--- config.mk ---
export PLATFORM = sky130hd
export DESIGN_NAME = gol_engine
export DESIGN_NICKNAME = d
export VERILOG_FILES = /design/src/rtl/gol_engine.sv
export SDC_FILE = /design/constraint.sdc
export NUM_CORES = 2
export LEC_CHECK = 0
export CAP_MARGIN = 20
export CORE_AREA = 3 3 339 408
export CTS_CLUSTER_SIZE = 16
export DETAILED_ROUTE_END_ITERATION = 8
export DIE_AREA = 0 0 342 411
export MAX_ROUTING_LAYER = met4
export PLACE_DENSITY = 0.79
export SYNTH_ARGS = -nofsm -noshare
export SYNTH_HDL_FRONTEND = slang
export SYNTH_SLANG_ARGS = --single-unit
export TNS_END_PERCENT = 100
--- constraint.sdc ---
create_clock -name clk -period 30.9 [get_ports clk]
set_clock_uncertainty 0.05 [all_clocks]
set_input_delay 6.18 -clock clk [delete_from_list [all_inputs] [get_ports clk]]
set_output_delay 6.18 -clock clk [all_outputs]
set_load 0.02 [all_outputs]
--- src/rtl/gol_engine.sv ---
// Game of Life engine: ROWS x COLS board, row seeding, timed or single-step generations, saturating stats.
// Latency: registered; each generation lands in one edge with a 1-cycle gen_done_o; no backpressure (commands sampled every cycle).
module gol_engine #(
  parameter int ROWS     = 16,
  parameter int COLS     = 16,
  parameter int TICK_DIV = 134217728,
  parameter int CNT_W    = 32
) (
  input  logic                      clk,
  input  logic                      reset_n,
  input  logic                      cmd_start,
  input  logic                      cmd_pause,
  input  logic                      cmd_step,
  input  logic                      cmd_clear,
  input  logic                      wr_en,
  input  logic [$clog2(ROWS)-1:0]   wr_row,
  input  logic [COLS-1:0]           wr_data,
  input  logic                      wrap_mode,
  output logic [ROWS*COLS-1:0]      board_o,
  output logic [1:0]                state_o,
  output logic [CNT_W-1:0]          gen_cnt_o,
  output logic [CNT_W-1:0]          birth_cnt_o,
  output logic [CNT_W-1:0]          death_cnt_o,
  output logic                      gen_done_o
);

  localparam int N  = ROWS * COLS;
  localparam int RW = $clog2(ROWS);
  localparam int TW = $clog2(TICK_DIV);
  localparam int PW = $clog2(N + 1);
  localparam int SW = ((CNT_W > PW) ? CNT_W : PW) + 1;
  localparam logic [TW-1:0] TICK_LAST = TW'(TICK_DIV - 1);

  typedef enum logic [1:0] {
    ST_SET    = 2'b00,
    ST_RUN    = 2'b01,
    ST_PAUSE  = 2'b10,
    ST_STABLE = 2'b11
  } state_t;

  state_t            state, state_nx;
  logic [N-1:0]      board, next_board, written;
  logic [TW-1:0]     tick, tick_nx;
  logic [CNT_W-1:0]  gen_cnt, birth_cnt, death_cnt;
  logic              gen_done;
  logic              do_update, do_write, do_clear, stable;

  // Cells outside the board read as dead unless toroidal wrap is selected.
  function automatic logic cell_at(input logic [N-1:0] b, input logic wrap,
                                   input int rr, input int cc);
    logic [N-1:0] sh;
    logic         in_bounds;
    in_bounds = (rr >= 0) && (rr < ROWS) && (cc >= 0) && (cc < COLS);
    sh = b >> ((((rr + ROWS) % ROWS) * COLS) + ((cc + COLS) % COLS));
    return (in_bounds || wrap) && sh[0];
  endfunction

  function automatic logic [3:0] nbr_count(input logic [N-1:0] b, input logic wrap,
                                           input int r, input int c);
    logic [3:0] n;
    n = '0;
    for (int dr = -1; dr <= 1; dr++)
      for (int dc = -1; dc <= 1; dc++)
        if (dr != 0 || dc != 0)
          n = n + {3'b000, cell_at(b, wrap, r + dr, c + dc)};
    return n;
  endfunction

  function automatic logic [PW-1:0] popcnt(input logic [N-1:0] v);
    logic [PW-1:0] s;
    s = '0;
    for (int i = 0; i < N; i++) s = s + PW'(v[i]);
    return s;
  endfunction

  function automatic logic [CNT_W-1:0] sat_add(input logic [CNT_W-1:0] a, input logic [PW-1:0] b);
    logic [SW-1:0] s;
    s = SW'(a) + SW'(b);
    return (s > SW'({CNT_W{1'b1}})) ? {CNT_W{1'b1}} : s[CNT_W-1:0];
  endfunction

  for (genvar r = 0; r < ROWS; r++) begin : g_row
    for (genvar c = 0; c < COLS; c++) begin : g_col
      logic [3:0] n;
      assign n = nbr_count(board, wrap_mode, r, c);
      assign next_board[r*COLS+c] = (n == 4'd3) || (board[r*COLS+c] && (n == 4'd2));
    end
    assign written[r*COLS +: COLS] = (wr_row == RW'(r)) ? wr_data : board[r*COLS +: COLS];
  end

  assign stable = (next_board == board);

  // The highest-priority asserted command wins even when it has no effect in the current state.
  always_comb begin
    state_nx  = state;
    tick_nx   = tick;
    do_update = 1'b0;
    do_write  = 1'b0;
    do_clear  = 1'b0;
    if (cmd_clear) begin
      do_clear = 1'b1;
      state_nx = ST_SET;
      tick_nx  = '0;
    end else begin
      case (state)
        ST_SET: begin
          if (cmd_start) begin
            state_nx = ST_RUN;
            tick_nx  = '0;
          end else if (wr_en && !cmd_pause && !cmd_step) begin
            do_write = 1'b1;
          end
        end
        ST_RUN: begin
          if (cmd_pause && !cmd_start) begin
            state_nx = ST_PAUSE;
          end else if (tick == TICK_LAST) begin
            do_update = 1'b1;
            tick_nx   = '0;
            if (stable) state_nx = ST_STABLE;
          end else begin
            tick_nx = tick + TW'(1);
          end
        end
        ST_PAUSE: begin
          if (cmd_start) begin
            state_nx = ST_RUN;
          end else if (cmd_step && !cmd_pause) begin
            do_update = 1'b1;
            if (stable) state_nx = ST_STABLE;
          end else if (wr_en && !cmd_pause && !cmd_step) begin
            do_write = 1'b1;
          end
        end
        default: begin
          if (cmd_start) begin
            state_nx = ST_RUN;
            tick_nx  = '0;
          end else if (cmd_pause) begin
            state_nx = ST_PAUSE;
          end
        end
      endcase
    end
  end

  always_ff @(posedge clk or negedge reset_n) begin
    if (!reset_n) state <= ST_SET;
    else          state <= state_nx;
  end

  always_ff @(posedge clk or negedge reset_n) begin
    if (!reset_n) begin
      board     <= '0;
      tick      <= '0;
      gen_cnt   <= '0;
      birth_cnt <= '0;
      death_cnt <= '0;
      gen_done  <= 1'b0;
    end else begin
      tick     <= tick_nx;
      gen_done <= do_update;
      if (do_clear) begin
        board     <= '0;
        gen_cnt   <= '0;
        birth_cnt <= '0;
        death_cnt <= '0;
      end else if (do_update) begin
        board     <= next_board;
        gen_cnt   <= sat_add(gen_cnt, PW'(1));
        birth_cnt <= sat_add(birth_cnt, popcnt(next_board & ~board));
        death_cnt <= sat_add(death_cnt, popcnt(board & ~next_board));
      end else if (do_write) begin
        board <= written;
      end
    end
  end

  assign board_o     = board;
  assign state_o     = state;
  assign gen_cnt_o   = gen_cnt;
  assign birth_cnt_o = birth_cnt;
  assign death_cnt_o = death_cnt;
  assign gen_done_o  = gen_done;

endmodule

==> reports/results.env <==
DRV_CAP=0
ROW_COUNT=148
FMAX_MHz=48.60
SLEW_HEADROOM_PCT=7.273
BASIC_GATE_SHARE_OF_THE_SYNTHESIZED_AREA_COUNTING_AND_OR_NAND_AND_NOR_CELLS_PCT=12.13
CTS_SINKS=382
YOSYS.AREA_SHARE.ADDER_PCT=52.81
LAYOUT-DRIVE-GT1-SHARE_PCT=4.648
DRC=0
GRT_REMAINING_OVERFLOW=0
AVERAGE_INSTANCE_AREA_AFTER_SYNTHESIS_SQ_UM=9.401
VIAS_PER_CELL=6.600
MIN-DELAY-PATH-CLASS='flop to flop'
INSERTION_DELAY_NS=0.72
SYN_TO_FINAL_GROWTH_PCT=11.44
GRT_FIRST_PASS_WIRELENGTH_UM=526800
DIE_HEIGHT_UM=411
TIGHTESTPINTRANSITION_NS=1.387
NUMBER_OF_INSTANCES_IN_THE_SYNTHESIZED_NETLIST=8595
POST_CTS_RESIZED=0
FINALCRITPERIODSHARE_PCT=66.59
POSTLAYOUTCOREUTIL_PCT=66.70
SETUP-VIOLATIONS-FINAL=0
CTS_HTREE_LEVELS=2
FLOORPLAN.CORE_AREA_SQ_UM=135000
PLACE.DETAILED.HPWL_UM=311700
FILLER_CELL_COUNT=10430
WIRELENGTH_UM=374700
MULTIINPUTGATEAREA_SQ_UM=63250
YOSYSWARNINGCOUNT=0
CRITICAL_PATH_REQUIRED_NS=31.40
CTS.REPORTEDPATHS.CLKPINSLEW_NS=0.06
INITIAL_UTILIZATION_PCT=59.85
CTS_TREE='done'
CRITICAL_PATH_S_MOST_FREQUENT_CELL='fa_1'
FIRSTDRTPASSITERS=6
VIAS=72330
TRACK_USAGE_PCT=55.12
GRT_MAX_DEGREE=116
REGAREA_SQ_UM=9559
CTS_POST_SETUP_BUFFERS_INSERTED=0
POST_DRT_WL_PER_CELL_UM=34.19
DRTANTENNAVIOLNETS=0
SYNTH-SEQ-AREA-SHARE_PCT=11.83
DRT_FIRST_ITER_VIOLATIONS=8864
SYNTH_XOR_AREA_SHARE_PCT=0.5203
POSTSYNTH.ASYNCRESETSHARE_PCT=100.0
MAPPEDNETLISTAREA_SQ_UM=80800
FLOORPLAN.DIE.WIDTH_UM=342
VIAS_IN_THE_FIRST_GLOBAL_ROUTE=73880
CTS-BUFFERS-INSERTED=54
WORSTSETUPPATHTYPE='input pin to flop'
SYN-NUM-NETS=11130
TIMING.FINAL.MAX_SLEW_VIOLATIONS=0
NUMBER_OF_FLIP_FLOPS_AND_LATCHES_IN_THE_SYNTHESIZED_NETLIST=382
GRT_ANTENNA_BEFORE_REPAIR=42
YS_TYPES=99
DIE-AREA_SQ_UM=140600
SYNTH_ENABLE_FLOP_CELLS=0
IO_BUFFERS=382
RUN_STATUS='complete, no violations'
COMBINATIONAL_FAMILY_WITH_THE_MOST_AREA_AFTER_SYNTHESIS='adder cells'
CRITICAL_PATH.SLOWEST_CELL='fa_1'
SYNTH_FLOP_CELL='dfrtp_1'
TOP_LEVEL_PORTS=383
CRITPATHARRIVALTIME_NS=21.07
CRIT_PATH_START_KIND='input pin'
PLACE.GP.CONGESTION=1.160
HOLD_FIX_BUFFERS_CTS=0
FIN_TNS_SETUP_NS=0
CLOCK_PATH_BUFFERS=3
CP_MAX_FO=42
NUM-NETS-FINAL=11590
SYNTH.AREA.MUX_SHARE_PCT=0.3345
UNREPAIRED_SETUP_ENDPOINTS_AFTER_GLOBAL_ROUTING='no'
PERIOD_MINUS_SLACK_NS=20.58
ROOT_BUFFER='clkbuf_16'
FINAL_HOLD_VIOS=0
MAX_STAGE_DELAY_NS=0.71
SYNTH_COMPOUND_GATE_AREA_SHARE_PCT=12.07
CP_CAPTURE_TYPE='flop'
==> cells in the final DEF, fill, tap and decap left out, types with 40 or more instances in the layout <==
cell / count
a211oi_1: 91
a21o_1: 72
a21oi_1: 514
a31oi_1: 47
and2_1: 95
and3_1: 71
buf_4: 175
clkbuf_16: 54
clkdlybuf4s50_1: 379
dfrtp_1: 382
diode_2: 58
fa_1: 1510
ha_1: 994
inv_1: 2037
nand2_1: 332
nand2b_1: 82
nand3_1: 106
nand4_1: 80
nor2_1: 579
nor2b_1: 114
nor3_1: 54
nor4b_1: 45
o21a_1: 84
o21ai_0: 358
or3_1: 40
==> registers in the layout, summed over array words and instances (netlist names) <==
signal / count
birth_cnt_o: 32
board_o: 256
death_cnt_o: 32
gen_cnt_o: 32
gen_done_o: 1
state_o: 2
tick: 27
==> through the flow <==
step	setup slack (ns)	hold WS, ns	std cells	instance area (sq um)
2_1_floorplan	12.12	0.4177	8595	80800
3_3_place_gp	10.28	0.4400	10790	87860
3_5_place_dp	9.981	0.4567	10800	87950
4_1_cts	10.66	0.4701	10900	89860
5_1_grt	9.916	0.4877	10950	90010
6_report	10.32	0.4694	10960	90040
==> kinds of logic after synthesis <==
kind of cell / count (synthesis)
adder cells (fa/ha/maj): 2504
buffers and inverters: 2203
AND/OR/NAND/NOR: 1867
AO/OA/AOI/OAI: 1564
flip-flops: 382
XOR/XNOR: 48
multiplexers: 27
==> worst paths after layout <==
| kind | from | to | slack [ns] | depth (start not counted) |
|---|---|---|---|---|
| worst max-delay path | wrap_mode | birth_cnt_o[11] | 10.32 | 41 |
| worst min-delay path | tick[2] | tick[2] | 0.47 | 2 |
| worst max register to register | board_o[125] | birth_cnt_o[11] | 15.86 | 44 |
| worst min register to register | tick[2] | tick[2] | 0.47 | 2 |
| max in group asynchronous | reset_n | gen_cnt_o[22] | 23.03 | 3 |
| min in group asynchronous | reset_n | tick[1] | 5.42 | 1 |
==> cells in the mapped netlist (19+ instances only) <==
| cell | number | share of area (%) |
|---|---|---|
| inv_1 | 2037 | 9.5 |
| fa_1 | 1510 | 37 |
| ha_1 | 994 | 15 |
| nor2_1 | 587 | 2.7 |
| a21oi_1 | 523 | 3.2 |
| dfrtp_1 | 382 | 12 |
| o21ai_0 | 368 | 2.3 |
| nand2_1 | 332 | 1.5 |
| clkbuf_1 | 125 | 0.58 |
| nor2b_1 | 114 | 0.88 |
| nand3_1 | 106 | 0.66 |
| and2_1 | 95 | 0.74 |
| a211oi_1 | 93 | 0.86 |
| o21a_1 | 84 | 0.78 |
| nand2b_1 | 82 | 0.63 |
| nand4_1 | 80 | 0.62 |
| a21o_1 | 72 | 0.67 |
| and3_1 | 71 | 0.55 |
| nor4b_1 | 61 | 0.66 |
| nor3_1 | 54 | 0.33 |
| a31oi_1 | 49 | 0.38 |
| a2111oi_0 | 40 | 0.43 |
| or3_1 | 40 | 0.31 |
| a22oi_1 | 39 | 0.36 |
| nor4_1 | 39 | 0.30 |
| o211ai_1 | 39 | 0.36 |
| buf_2 | 35 | 0.22 |
| o21bai_1 | 35 | 0.33 |
| nor3b_1 | 34 | 0.32 |
| or2_2 | 28 | 0.22 |
| mux2i_1 | 27 | 0.33 |
| xnor2_1 | 27 | 0.29 |
| nand3b_1 | 25 | 0.23 |
| o22a_1 | 25 | 0.27 |
| o22ai_1 | 25 | 0.19 |
| and4b_1 | 23 | 0.28 |
| o2111ai_1 | 22 | 0.24 |
| xor2_1 | 21 | 0.23 |
| o31ai_1 | 19 | 0.18 |
==> layer usage <==
layer	vias up	wire length (um)	GRT usage (%)
met1	35850	122100	62.44
met2	5576	156400	77.44
li1	28860	-	-
met5	-	0	-
met4	0	46460	49.61
met3	2043	49750	18.07
==> layout make-up <==
type | instances | area share, %
Multi-Input combinational cell | 6010 | 70.24
Timing Repair Buffer | 571 | 5.857
Sequential cell | 382 | 10.62
Antenna cell | 58 | 0.1612
Inverter | 2038 | 8.496
Clock inverter | 32 | 0.4794
Clock buffer | 68 | 1.648
Tap cell | 1800 | 2.501
==> worst max-delay path: cells and delay by family <==
family | cells | cell delay, ns
AND/OR/NAND/NOR | 10 | 2.83
adder cells (fa/ha/maj) | 19 | 9.35
XOR/XNOR | 1 | 0.12
buffers and inverters | 4 | 1.29
AO/OA/AOI/OAI | 7 | 1.22
Power is not shown: default switching activity piles up to over one toggle a cycle in this logic, so the estimate is an artifact.
